**src/rtl/stream_mux2_pkg.sv**
```systemverilog
// Shared types and constants for the two-input round-robin stream mux.
package stream_mux2_pkg;

  localparam int unsigned DEF_WIDTH = 4;

  typedef enum logic [1:0] {
    IDLE   = 2'd0,
    LOCK_A = 2'd1,
    LOCK_B = 2'd2
  } state_e;

  // Source tag values carried on out_sel and held in last_grant.
  localparam logic SEL_A = 1'b1;
  localparam logic SEL_B = 1'b0;

endpackage

```
**src/rtl/stream_mux2_rr_if.sv**
```systemverilog
// Handshake bundle for the two input streams and the registered output stream.
interface stream_mux2_rr_if #(
  parameter int unsigned WIDTH = 4
);
  logic [WIDTH-1:0] a_data;
  logic             a_valid;
  logic             a_last;
  logic             a_ready;
  logic [WIDTH-1:0] b_data;
  logic             b_valid;
  logic             b_last;
  logic             b_ready;
  logic [WIDTH-1:0] out_data;
  logic             out_sel;
  logic             out_last;
  logic             out_valid;
  logic             out_ready;

  // Environment side: drives sources and downstream ready.
  modport master (
    output a_data, a_valid, a_last,
    input  a_ready,
    output b_data, b_valid, b_last,
    input  b_ready,
    input  out_data, out_sel, out_last, out_valid,
    output out_ready
  );

  // Mux side.
  modport slave (
    input  a_data, a_valid, a_last,
    output a_ready,
    input  b_data, b_valid, b_last,
    output b_ready,
    output out_data, out_sel, out_last, out_valid,
    input  out_ready
  );
endinterface

```
**src/rtl/stream_mux2_rr_arb2.sv**
```systemverilog
// Combinational grant logic: packet lock first, otherwise round-robin on ties.
module rr_arb2
  import stream_mux2_pkg::*;
(
  input  state_e state_i,
  input  logic   last_grant_i,
  input  logic   a_valid_i,
  input  logic   b_valid_i,
  output logic   grant_a_o,
  output logic   grant_b_o
);

  always_comb begin
    grant_a_o = 1'b0;
    grant_b_o = 1'b0;
    unique case (state_i)
      IDLE: begin
        // Tie goes to whichever source did not finish the previous packet.
        if (a_valid_i && b_valid_i) begin
          grant_a_o = (last_grant_i == SEL_B);
          grant_b_o = (last_grant_i == SEL_A);
        end else begin
          grant_a_o = a_valid_i;
          grant_b_o = b_valid_i;
        end
      end
      LOCK_A:  grant_a_o = 1'b1;
      LOCK_B:  grant_b_o = 1'b1;
      default: ;
    endcase
  end

endmodule

```
**src/rtl/stream_mux2_rr.sv**
```systemverilog
// Packet-aware round-robin 2:1 stream mux with a one-entry registered output stage.
module stream_mux2_rr
  import stream_mux2_pkg::*;
#(
  parameter int unsigned WIDTH = DEF_WIDTH
) (
  input logic            clk,
  input logic            rst_n,
  stream_mux2_rr_if.slave bus
);

  state_e           state_q;
  logic             last_grant_q;
  logic [WIDTH-1:0] out_data_q, out_data_d;
  logic             out_sel_q, out_sel_d;
  logic             out_last_q, out_last_d;
  logic             out_valid_q;

  logic grant_a, grant_b;
  logic can_load, a_fire, b_fire, fire;

  rr_arb2 u_arb (
    .state_i      (state_q),
    .last_grant_i (last_grant_q),
    .a_valid_i    (bus.a_valid),
    .b_valid_i    (bus.b_valid),
    .grant_a_o    (grant_a),
    .grant_b_o    (grant_b)
  );

  // Output slot is free when empty or being drained this cycle.
  assign can_load    = !out_valid_q || bus.out_ready;
  assign bus.a_ready = grant_a && can_load;
  assign bus.b_ready = grant_b && can_load;
  assign a_fire      = bus.a_valid && bus.a_ready;
  assign b_fire      = bus.b_valid && bus.b_ready;
  assign fire        = a_fire || b_fire;

  always_comb begin
    out_data_d = out_data_q;
    out_sel_d  = out_sel_q;
    out_last_d = out_last_q;
    if (a_fire) begin
      out_data_d = bus.a_data;
      out_sel_d  = SEL_A;
      out_last_d = bus.a_last;
    end else if (b_fire) begin
      out_data_d = bus.b_data;
      out_sel_d  = SEL_B;
      out_last_d = bus.b_last;
    end
  end

  // Output register: load on fire, otherwise empty once drained.
  always_ff @(posedge clk or negedge rst_n) begin
    if (!rst_n) begin
      out_data_q  <= '0;
      out_sel_q   <= SEL_B;
      out_last_q  <= 1'b0;
      out_valid_q <= 1'b0;
    end else if (fire) begin
      out_data_q  <= out_data_d;
      out_sel_q   <= out_sel_d;
      out_last_q  <= out_last_d;
      out_valid_q <= 1'b1;
    end else if (bus.out_ready) begin
      out_valid_q <= 1'b0;
    end
  end

  // Packet lock FSM; last_grant moves only when a packet ends.
  always_ff @(posedge clk or negedge rst_n) begin
    if (!rst_n) begin
      state_q      <= IDLE;
      last_grant_q <= SEL_B;
    end else begin
      unique case (state_q)
        IDLE: begin
          if (a_fire) begin
            if (bus.a_last) last_grant_q <= SEL_A;
            else            state_q      <= LOCK_A;
          end else if (b_fire) begin
            if (bus.b_last) last_grant_q <= SEL_B;
            else            state_q      <= LOCK_B;
          end
        end
        LOCK_A: begin
          if (a_fire && bus.a_last) begin
            state_q      <= IDLE;
            last_grant_q <= SEL_A;
          end
        end
        LOCK_B: begin
          if (b_fire && bus.b_last) begin
            state_q      <= IDLE;
            last_grant_q <= SEL_B;
          end
        end
        default: state_q <= IDLE;
      endcase
    end
  end

  assign bus.out_data  = out_data_q;
  assign bus.out_sel   = out_sel_q;
  assign bus.out_last  = out_last_q;
  assign bus.out_valid = out_valid_q;

endmodule

```
**src/flat_wrapper.sv**
```systemverilog
// flat-port wrapper written by rule: the top's interface ports become plain ports
module stream_mux2_rr_flat import stream_mux2_pkg::*;
#(
  parameter int unsigned WIDTH = DEF_WIDTH
)
  (clk, rst_n, bus_a_data, bus_a_valid, bus_a_last, bus_a_ready, bus_b_data, bus_b_valid, bus_b_last, bus_b_ready, bus_out_data, bus_out_sel, bus_out_last, bus_out_valid, bus_out_ready);
  stream_mux2_rr_if #(.WIDTH(WIDTH)) bus_i ();
  input logic clk;
  input logic rst_n;
  input wire logic [$bits(bus_i.a_data)-1:0] bus_a_data;
  input wire logic [$bits(bus_i.a_valid)-1:0] bus_a_valid;
  input wire logic [$bits(bus_i.a_last)-1:0] bus_a_last;
  output wire logic [$bits(bus_i.a_ready)-1:0] bus_a_ready;
  input wire logic [$bits(bus_i.b_data)-1:0] bus_b_data;
  input wire logic [$bits(bus_i.b_valid)-1:0] bus_b_valid;
  input wire logic [$bits(bus_i.b_last)-1:0] bus_b_last;
  output wire logic [$bits(bus_i.b_ready)-1:0] bus_b_ready;
  output wire logic [$bits(bus_i.out_data)-1:0] bus_out_data;
  output wire logic [$bits(bus_i.out_sel)-1:0] bus_out_sel;
  output wire logic [$bits(bus_i.out_last)-1:0] bus_out_last;
  output wire logic [$bits(bus_i.out_valid)-1:0] bus_out_valid;
  input wire logic [$bits(bus_i.out_ready)-1:0] bus_out_ready;
  assign bus_i.a_data = bus_a_data;
  assign bus_i.a_valid = bus_a_valid;
  assign bus_i.a_last = bus_a_last;
  assign bus_a_ready = bus_i.a_ready;
  assign bus_i.b_data = bus_b_data;
  assign bus_i.b_valid = bus_b_valid;
  assign bus_i.b_last = bus_b_last;
  assign bus_b_ready = bus_i.b_ready;
  assign bus_out_data = bus_i.out_data;
  assign bus_out_sel = bus_i.out_sel;
  assign bus_out_last = bus_i.out_last;
  assign bus_out_valid = bus_i.out_valid;
  assign bus_i.out_ready = bus_out_ready;
  stream_mux2_rr #(.WIDTH(WIDTH)) u_core (.clk(clk), .rst_n(rst_n), .bus(bus_i));
endmodule
```
**config.mk**
```make
export PLATFORM = sky130hd
export DESIGN_NAME = stream_mux2_rr_flat
export DESIGN_NICKNAME = d
export VERILOG_FILES = /design/src/rtl/stream_mux2_pkg.sv /design/src/rtl/stream_mux2_rr_if.sv /design/src/rtl/stream_mux2_rr_arb2.sv /design/src/rtl/stream_mux2_rr.sv /design/src/flat_wrapper.sv
export SDC_FILE = /design/constraint.sdc
export NUM_CORES = 1
export LEC_CHECK = 0
export ABC_AREA = 1
export BUFFER_PORTS_ARGS = -buffer_cell sky130_fd_sc_hd__buf_2
export CAP_MARGIN = 20
export CORE_UTILIZATION = 40
export CTS_CLUSTER_DIAMETER = 100
export CTS_CLUSTER_SIZE = 24
export DETAILED_ROUTE_END_ITERATION = 8
export PLACE_DENSITY = 0.66
export SLEW_MARGIN = 20
export SYNTH_ARGS = -nofsm -noshare
export SYNTH_HDL_FRONTEND = slang
export SYNTH_HIERARCHICAL = 1
export SYNTH_SLANG_ARGS = --single-unit
export TNS_END_PERCENT = 100
```
**constraint.sdc**
```tcl
create_clock -name clk -period 3.2 [get_ports clk]
set_input_delay 0.16 -clock clk [delete_from_list [all_inputs] [get_ports clk]]
set_output_delay 0.16 -clock clk [all_outputs]
set_load 0.01 [all_outputs]
```
==> flow_summary.json <==
{
  "wl_met2_um": 642,
  "nets": 141,
  "synth-seq-cells": 10,
  "antenna_left": 0,
  "met1Wirelength_um": 745,
  "fin_hold_ws_ns": 0.158,
  "setup.worst_path.end_class": "register",
  "cts_sinks": 10,
  "cts_setup_buffers": 0,
  "r2r_end": "u_core/state_q[1]$_DFFE_PN0P_",
  "startpoint_type": "register",
  "cts_made_buffers": 3,
  "tightest_slew_ns": 0.279,
  "final_cell_mix": "nand2_1 (26), buf_2 (23), inv_1 (12)",
  "yosysWarningCount": 6,
  "area_growth_pct": 24.3,
  "drc": 0,
  "path_depth": 10,
  "start_util": 0.444,
  "maxUsedRoutingLayer": "met4",
  "min_period_ns": 1.69,
  "wl_per_cell_um": 10.8,
  "syn_nets": 113,
  "core_area_mm2": 0.00158,
  "num_antenna_cells": 0,
  "period_share": 0.529,
  "power_w": 0.000854,
  "slowest_stage": "dfrtp_1",
  "worstSetupEndpoint": "u_core/state_q[1]$_DFFE_PN0P_",
  "pin_count": 24,
  "vdd_ir_drop_max_uv": 452,
  "grtUsageTotal": 0.175,
  "grt_max_degree": 14,
  "netlist_area_um2": 701,
  "worstRegToRegCells": 10,
  "max_slew_margin": 0.814,
  "seq_area_frac_synth": 0.357,
  "htree_num_levels": 1,
  "clock.fmax_mhz": 591,
  "cts_resized": 0,
  "die_area_mm2": 0.00192,
  "io_buffers": 23,
  "hold_violations": 0,
  "cp_max_fo": 13,
  "grt_overflow": 0,
  "mostFrequentLayoutCell": "nand2_1",
  "clk_pin_slew_ns": 0.07,
  "rows": 14,
  "hpwl_mm": 1.16,
  "setup_viol": 0,
  "reg2reg_from": "u_core/state_q[0]$_DFFE_PN0P_",
  "grt_pass1_wl_mm": 2.46,
  "yosysTopAreaCell": "dfrtp_1",
  "synth_area_leaders": "dfrtp_1 (36%), nand2_1 (14%), inv_1 (6.4%)",
  "synth_top_area_frac": 0.357,
  "cts_tree": "built",
  "wl_met3_um": 87,
  "hold_path_class": "in -> reg",
  "synth_cell_types": 20,
  "syn_avg_cell_area_um2": 7.38,
  "antenna_found_initial": 0,
  "path_buf_inv": 1,
  "cts_hold_buf": 1,
  "clkLatencyLatePin_ns": 0.26,
  "vias": 658,
  "die_x_um": 43.9,
  "leakage_nw": 0.493,
  "r2r_slack_ns": 1.51,
  "syn_inst": 95,
  "report.final.slew_viol_count": 0,
  "path_cells": "inv_1 -> or2_1 -> nand2_1 -> nand3_4 -> nand3_1 -> nand2_1 -> nor2_2 -> nand2_1 -> nand2_1 -> nand2_1",
  "max_stage_delay_ns": 0.41,
  "rsz0062_at_grt": "no",
  "crit_required_ns": 3.36,
  "drv_cap": 0,
  "drt_iter0_markers": 40,
  "cts_buffer_depth": 2,
  "grt_pass1_vias": 548,
  "outcome": "finished, final reports clean",
  "die_y_um": 43.9,
  "first_pass_iters": 7,
  "clock_skew_ns": 0.00135,
  "wirelength_mm": 1.49,
  "viasPerCell": 4.77,
  "worstSetupPathType": "reg -> reg",
  "power.density_mw_per_mm2": 980,
  "finalSetupTns_ns": 0,
  "critPathLaunch": "u_core/state_q[0]$_DFFE_PN0P_",
  "arrival_ns": 1.85,
  "place.gp.congestion": 0.880,
  "path_common_cell": "nand2_1",
  "cp_top_family": "simple AND/OR/NAND/NOR gates",
  "drive_gt1_frac": 0.320,
  "root_buffer": "clkbuf_4"
}
## layer usage
| layer | GRT usage | vias up |
|---|---|---|
| met5 | 0 | - |
| met2 | 0.242 | 27 |
| met4 | 0.0909 | 0 |
| li1 | - | 354 |
| met1 | 0.263 | 275 |
| met3 | 0.0250 | 2 |
## synthesized netlist by cell type
cell	instances
or2_1	1
nand2_2	2
nand3_4	2
buf_6	1
nand3_1	7
nor2_4	1
a21oi_1	2
nand2_1	26
nor2_1	9
inv_2	2
nand3_2	1
o21ai_0	6
nand4_1	2
inv_1	12
o21ai_1	4
nand2_4	2
nor2_2	1
or2_2	1
dfrtp_1	10
ha_1	3
## flip-flops by register name, summed over array words and instances, names as in the netlist
register	cells
u_core/bus.out_last	1
u_core/state_q	2
u_core/bus.out_data	4
u_core/bus.out_valid	1
u_core/bus.out_sel	1
u_core/last_grant_q	1
## logic make-up after synthesis
group | share of synthesized area
AND/OR/NAND/NOR | 0.412
buffers and inverters | 0.0911
AO/OA/AOI/OAI | 0.0857
flip-flops | 0.357
adder cells (fa/ha/maj) | 0.0536
## worst register-to-register path: stages, from the launching register on
cell and delay (ns):
dfrtp_1 0.41, inv_1 0.08, or2_1 0.21, nand2_1 0.15, nand3_4 0.20, nand3_1 0.13, nand2_1 0.07, nor2_2 0.14
nand2_1 0.08, nand2_1 0.06, nand2_1 0.05
## worst min path at each step
stage / start / endpoint / slack [ns] / depth (start not counted)
after floorplan: rst_n / u_core/bus.out_data[0]$_DFFE_PN0P_ / -0.14 / 0
after global placement: rst_n / u_core/bus.out_data[1]$_DFFE_PN0P_ / 0.03 / 1
after detailed placement: rst_n / u_core/bus.out_data[2]$_DFFE_PN0P_ / 0.04 / 1
after CTS: bus_a_data[3] / u_core/bus.out_data[3]$_DFFE_PN0P_ / 0.15 / 3
after global routing: bus_a_data[3] / u_core/bus.out_data[3]$_DFFE_PN0P_ / 0.17 / 3
final: bus_a_data[3] / u_core/bus.out_data[3]$_DFFE_PN0P_ / 0.16 / 3
## through the flow
stage | utilization | area, µm² | setup WS, ns | cells
floorplan | - | 701 | 1.77 | 95
CTS | 0.552 | 871 | 1.53 | 138
detailed placement | 0.523 | 825 | 1.54 | 133
global route | 0.552 | 871 | 1.42 | 138
finish | 0.552 | 871 | 1.51 | 138
global placement | 0.523 | 825 | 1.62 | 133
## layout make-up
type,instances,area [µm²]
well taps,16,20.0
inverters,14,52.6
multi-input cells,70,387
fillers,156,706
clock buffers,4,36.3
flip-flops and latches,10,250
repair buffers,24,125
## report_power, final
| part | switching [W] | total [W] | leakage, nW | internal [W] |
|---|---|---|---|---|
| clock | 0.0000475 | 0.000117 | 0.0210 | 0.0000691 |
| sequential | 0.0000431 | 0.000231 | 0.124 | 0.000188 |
| combinational | 0.000312 | 0.000506 | 0.348 | 0.000193 |
Power figures use the tool's default switching activity.
